<file path="src/rtl/raycast_pkg.sv">
`default_nettype none
// =============================================================================
//  Module   : raycast_pkg
//  Purpose  : Shared types and constants for the raycast column pipeline
//             (scheduler FSM states, column geometry, column-RAM field layout).
//  Revision : 1.0  initial release
// =============================================================================
package raycast_pkg;

    typedef enum logic [1:0] {
        IDLE  = 2'd0,
        REQ   = 2'd1,
        WRITE = 2'd2,
        DONE  = 2'd3
    } state_t;

    localparam int NUM_COLS = 640;
    localparam int COL_W    = 10;
    localparam int Y_CENTER = 240;

    // Column RAM word layout, also decoded by the color mapper
    localparam int MEM_SHADE_HI  = 11;
    localparam int MEM_SHADE_LO  = 8;
    localparam int MEM_HEIGHT_HI = 7;
    localparam int MEM_HEIGHT_LO = 0;

    function automatic logic [7:0] clamp_half(input logic [7:0] h, input logic [7:0] lim);
        return (h > lim) ? lim : h;
    endfunction

endpackage
`default_nettype wire

</file>
<file path="src/rtl/ray_column_scheduler.sv">
`default_nettype none
// =============================================================================
//  Module   : ray_column_scheduler
//  Purpose  : Requests one ray per screen column each frame and writes
//             {shade, clamped half height} into a double-buffered column RAM.
//             Optional macro RAY_STATS_EN adds the frame_cycles build counter.
//  Revision : 1.0  initial release
// =============================================================================
module ray_column_scheduler #(
    parameter int         NUM_COLS = raycast_pkg::NUM_COLS,
    parameter int         COL_W    = raycast_pkg::COL_W,
    parameter logic [7:0] MAX_HALF = 8'd239
) (
    input  logic             Clk,
    input  logic             reset_n,
    input  logic             frame_start,
    output logic             ray_req,
    output logic [COL_W-1:0] ray_col,
    input  logic             ray_ack,
    input  logic [7:0]       ray_height,
    input  logic [3:0]       ray_shade,
    output logic             wr_en,
    output logic [COL_W:0]   wr_addr,
    output logic [11:0]      wr_data,
    output logic             rd_bank,
    output logic             busy,
    output logic             frame_done,
    output logic             overrun
`ifdef RAY_STATS_EN
    ,
    output logic [19:0]      frame_cycles
`endif
);
    import raycast_pkg::*;

    localparam logic [COL_W-1:0] c_last_col = COL_W'(NUM_COLS - 1);

    state_t            r_state;
    state_t            w_state_nxt;
    logic [COL_W-1:0]  r_col;
    logic              r_rd_bank;
    logic              r_ready;
    logic [11:0]       r_data;
    logic              r_overrun;

    always_ff @(posedge Clk or negedge reset_n) begin
        if (!reset_n) begin
            r_state <= IDLE;
        end else begin
            r_state <= w_state_nxt;
        end
    end

    always_comb begin
        w_state_nxt = r_state;
        ray_req     = 1'b0;
        wr_en       = 1'b0;
        frame_done  = 1'b0;
        case (r_state)
            IDLE: begin
                if (frame_start) begin
                    w_state_nxt = REQ;
                end
            end
            REQ: begin
                ray_req = 1'b1;
                if (ray_ack) begin
                    w_state_nxt = WRITE;
                end
            end
            WRITE: begin
                wr_en       = 1'b1;
                w_state_nxt = (r_col == c_last_col) ? DONE : REQ;
            end
            DONE: begin
                frame_done  = 1'b1;
                w_state_nxt = IDLE;
            end
            default: w_state_nxt = IDLE;
        endcase
    end

    // The swap only happens on a start accepted in IDLE after a completed build,
    // so a dropped (overrun) start never exposes a partial bank.
    always_ff @(posedge Clk or negedge reset_n) begin
        if (!reset_n) begin
            r_col     <= '0;
            r_rd_bank <= 1'b0;
            r_ready   <= 1'b0;
            r_data    <= '0;
            r_overrun <= 1'b0;
        end else begin
            r_overrun <= frame_start && (r_state != IDLE);
            case (r_state)
                IDLE: begin
                    if (frame_start) begin
                        r_col <= '0;
                        if (r_ready) begin
                            r_rd_bank <= ~r_rd_bank;
                            r_ready   <= 1'b0;
                        end
                    end
                end
                REQ: begin
                    if (ray_ack) begin
                        r_data[MEM_SHADE_HI:MEM_SHADE_LO]   <= ray_shade;
                        r_data[MEM_HEIGHT_HI:MEM_HEIGHT_LO] <= clamp_half(ray_height, MAX_HALF);
                    end
                end
                WRITE: begin
                    if (r_col != c_last_col) begin
                        r_col <= r_col + 1'b1;
                    end
                end
                DONE: begin
                    r_ready <= 1'b1;
                end
                default: ;
            endcase
        end
    end

    assign ray_col = r_col;
    assign wr_addr = wr_en ? {~r_rd_bank, r_col} : '0;
    assign wr_data = wr_en ? r_data : '0;
    assign rd_bank = r_rd_bank;
    assign busy    = (r_state != IDLE);
    assign overrun = r_overrun;

`ifdef RAY_STATS_EN
    logic [19:0] r_cyc_cnt;
    logic [19:0] r_frame_cycles;

    always_ff @(posedge Clk or negedge reset_n) begin
        if (!reset_n) begin
            r_cyc_cnt      <= '0;
            r_frame_cycles <= '0;
        end else begin
            case (r_state)
                IDLE: begin
                    if (frame_start) begin
                        r_cyc_cnt <= '0;
                    end
                end
                REQ, WRITE: begin
                    if (r_cyc_cnt != 20'hFFFFF) begin
                        r_cyc_cnt <= r_cyc_cnt + 20'd1;
                    end
                end
                DONE: begin
                    r_frame_cycles <= r_cyc_cnt;
                end
                default: ;
            endcase
        end
    end

    assign frame_cycles = r_frame_cycles;
`endif

endmodule
`default_nettype wire

</file>
<file path="config.mk">
export PLATFORM = sky130hd
export DESIGN_NAME = ray_column_scheduler
export DESIGN_NICKNAME = d
export VERILOG_FILES = /design/src/rtl/raycast_pkg.sv /design/src/rtl/ray_column_scheduler.sv
export SDC_FILE = /design/constraint.sdc
export NUM_CORES = 1
export LEC_CHECK = 0
export ABC_AREA = 1
export CAP_MARGIN = 25
export CORE_UTILIZATION = 30
export DETAILED_ROUTE_END_ITERATION = 10
export PLACE_DENSITY = 0.61
export REMOVE_ABC_BUFFERS = 1
export SYNTH_ARGS = -nofsm -noshare
export SYNTH_HDL_FRONTEND = slang
export SYNTH_SLANG_ARGS = --single-unit
</file>
<file path="constraint.sdc">
create_clock -name Clk -period 2.9 [get_ports Clk]
set_input_delay 0.58 -clock Clk [delete_from_list [all_inputs] [get_ports Clk]]
set_output_delay 0.58 -clock Clk [all_outputs]
set_load 0.01 [all_outputs]
</file>
==> results <==
- The floorplan has 24 rows.
- The clock passes through at most 2 buffers.
- The post-synthesis average cell area is 7.55 sq um.
- Of the synthesized area, sequential elements account for 46.6%.
- The critical path endpoint category is an output pin.
- The share of the synthesized area in compound gates (AO/OA/AOI/OAI) is 11.6%.
- In the final timing run, aggregate negative setup slack is 0 ps.
- The worst pin sits at a relative slew slack of 71.5%.
- The wire length of the first global-routing pass is 5620 um.
- The max-slew violation count was 0.
- The root buffer cell is clkbuf_8.
- The pin count of the biggest net entering global routing is 28.
- Post-CTS timing repair inserted 0 buffers for setup.
- Counting every sink on the clock net gives 27.
- The y dimension of the die is 71.5 um.
- The number of design-rule violations left by the first detailed-router iteration is 45.
- The count of endpoints failing hold in the final timing report is 0.
- For met2 alone, demand over resource in global routing was roughly 22%.
- For the final database, setup skew stands at 6.41 ps.
- Dividing the detail-routed via count by the number of cells gives 4.43.
- The net count reported at finish is 264.
- The maximum clock rate is 395 MHz.
- Of the total synthesized cell area, the portion taken by AND, OR, NAND and NOR gates is 29.2%.
- The critical path goes through nor2_4 -> inv_2 -> nor2_1 -> clkdlybuf4s50_1.
- At the later pin of the worst-skew pair, clock insertion delay measures between 200 and 300 ps.
- The critical path contains buffers and inverters numbering 2 combined.
- Setup repair after global routing left no endpoint under its margin.
- The most common cell after layout, fill and taps aside is clkdlybuf4s50_1.
- The static leakage power is 0.914 nW.
- The via count of the first global-routing pass was 1,305.
- Across all hold checks on the routed design, the worst slack comes to 505 ps.
- The stage delay of the slowest cell on the critical path is 550 ps.
- Once detail routing completed, the nets flagged for antenna violations numbered 0.
- In the layout the commonest cells are clkdlybuf4s50_1 (54), nand2_1 (44), inv_1 (31).
- In this run the most used layer during global routing was met2.
- The placeable core region is 4500 sq um.
- The register bit count reported by yosys is 27.
- IR analysis of the VDD net gives a maximum drop of 268 uV.
- STA puts the critical path data arrival time at about 2000 ps.
- TritonCTS built the clock tree.
- The number of gates resized after CTS was 0.
- In this run the worst path has a maximum fanout of 23.
- The die is 71.5 um wide.
- The final HPWL from detailed placement is 2470 um.
- For this run, global-route usage on met1 was measured as 19.0%.
- The kind of start point of the critical path is a flop.
- The count of synthesis-stage warnings from yosys is 0.
- Global routing used 13.6% of the available tracks across all layers.
- The routed wire length per instance is 11.1 um.
- The largest family of logic cells by synthesized area is simple AND/OR/NAND/NOR gates.
- The die covers 5110 sq um.
- Power comes to 1.33 mW.
- Synthesis handed over a netlist of 192 instances.
- The number of levels in the clock H-tree is 1.
- Clock-pin slew was measured on the worst setup and hold paths at 90 ps.
- Across the run, the number of max-cap violations was 0.
- The adder-cell share of the synthesized area is 0.864%.
- The number of remaining DRC errors is 0.
- The highest-delay cell along the critical path is clkdlybuf4s50_1.
- Counting distinct cell types in the post-synthesis netlist gives 23.
- Summing every instance area after synthesis gives 1450 sq um.
- The type of the tightest min-delay check is flop to flop.
- The diode insertion count for antenna repair is 0.
- After synthesis, the share of cell area in mux cells is 0%.
- The first detailed-routing pass ran for 4 iterations.
- Input and output buffers added on the ports amount to 54.
- The post-route minimum period is 2530 ps.
- Buffers inserted to repair hold after CTS numbered 0.
- The area share of xor/xnor cells in the synthesized design is less than 1%.
- In this run the count of I/O pins placed on the die edge is 55.
- Clock tree synthesis inserted a total of 3 buffers.
- The worst setup path is of the flop to output pin kind.
- Once the floorplan was initialized, standard cells occupied 32.2% of the core.
- The initial antenna violation count is 0.
- The flow ran to the end, and the final reports show no timing, DRC or antenna violations.
- The cell family contributing the most delay on the critical path is buffers and inverters.
- The number of inserted filler cells in the final layout is 461.
- The via count is 1,319.
- The part of the cycle the worst path needs is 87.3%.
- The total power density per cell area is about 640 nW/um^2.
- The wire length reported by the detailed router is 3300 um.
- The area added between synthesis and finish is 43.1%.
- The global routing met3 resource utilization is 3.09%.
- STA puts the critical path data required time at 2320 ps.
- The congestion estimate from routability-driven global placement came to 0.764.
- The slew at the pin closest to its max-slew limit is 426 ps.
- The global-route congestion overflow total is 0.
- The proportion of layout cells with a drive suffix above 1 is 8.54%.
- Setup violations remaining at the end of the flow were counted as 0.
cell families (layout without fill, tap and decap cells):
logic type / Yosys count / after routing
xor gates and xnor gates: 1 / 1
adders and majority gates: 1 / 1
and+or+nand+nor: 95 / 95
AOI/OAI and AO/OA: 29 / 29
DFF: 27 / 27
buffers and inverters: 39 / 93
routing by layer:
layer,share of wire (%),up-vias
li1,-,701
met2,42,46
met5,0,-
met3,6.9,5
met4,0.79,0
met1,50,567
worst register-to-register path: stages (launching register included):
cell,delay (ps)
dfrtp_1,470
ha_1,240
nand3_2,130
nor2_4,140
nand2_2,110
nand2_2,240
o21ai_0,140
sequential cells by signal (all words and copies together), names as in the netlist:
| register | count |
|---|---|
| r_data | 12 |
| ray_col | 10 |
| r_state | 2 |
| overrun | 1 |
| r_ready | 1 |
| rd_bank | 1 |
cells in the mapped netlist (all sizes together):
master | count | area share [%]
or2 | 1 | 0.43
xnor2 | 1 | 0.60
nor2 | 31 | 9.6
ha | 1 | 0.86
o21bai | 1 | 0.52
inv | 34 | 8.8
dfrtp | 27 | 47
buf | 4 | 2.0
clkbuf | 1 | 0.35
nand4 | 2 | 0.86
a21oi | 2 | 0.69
nand3 | 13 | 5.2
o22ai | 2 | 1.3
nand2 | 48 | 13
o21ai | 24 | 9.1
worst paths after layout:
path	slack, ps	cells past startpoint	to	from
min	500	1	rd_bank	rd_bank
max in group asynchronous	1950	2	ray_col[1]	reset_n
max reg2reg	1320	6	ray_col[5]	ray_col[0]
min in group asynchronous	670	2	ray_col[8]	reset_n
min reg2reg	500	1	rd_bank	rd_bank
max	370	4	wr_addr[1]	r_state[0]
area by class of cell:
cell class                      instances  area [sq um]  share of cell area (%)
Multi-Input combinational cell        126           612                    29.5
Tap cell                               52          65.1                    3.14
Sequential cell                        27           676                    32.6
Inverter                               34           128                    6.16
Clock buffer                            4          45.0                    2.17
Timing Repair Buffer                   55           548                    26.4
power breakdown:
| group | total [mW] | internal, mW | switching [mW] |
|---|---|---|---|
| logic | 0.542 | 0.242 | 0.300 |
| clock network | 0.215 | 0.0985 | 0.117 |
| registers | 0.567 | 0.497 | 0.0700 |
metrics by stage:
| step | worst slack, ps | cells | utilization (%) | cell area, sq um |
|---|---|---|---|---|
| 2_1_floorplan | 1280 | 187 | - | 1420 |
| 3_3_place_gp | 687 | 294 | 45.0 | 2030 |
| 3_5_place_dp | 657 | 294 | 45.0 | 2030 |
| 4_1_cts | 340 | 298 | 46.0 | 2070 |
| 5_1_grt | 232 | 298 | 46.0 | 2070 |
| 6_report | 369 | 298 | 46.0 | 2070 |
No activity file was read; power rests on OpenSTA's default activity.
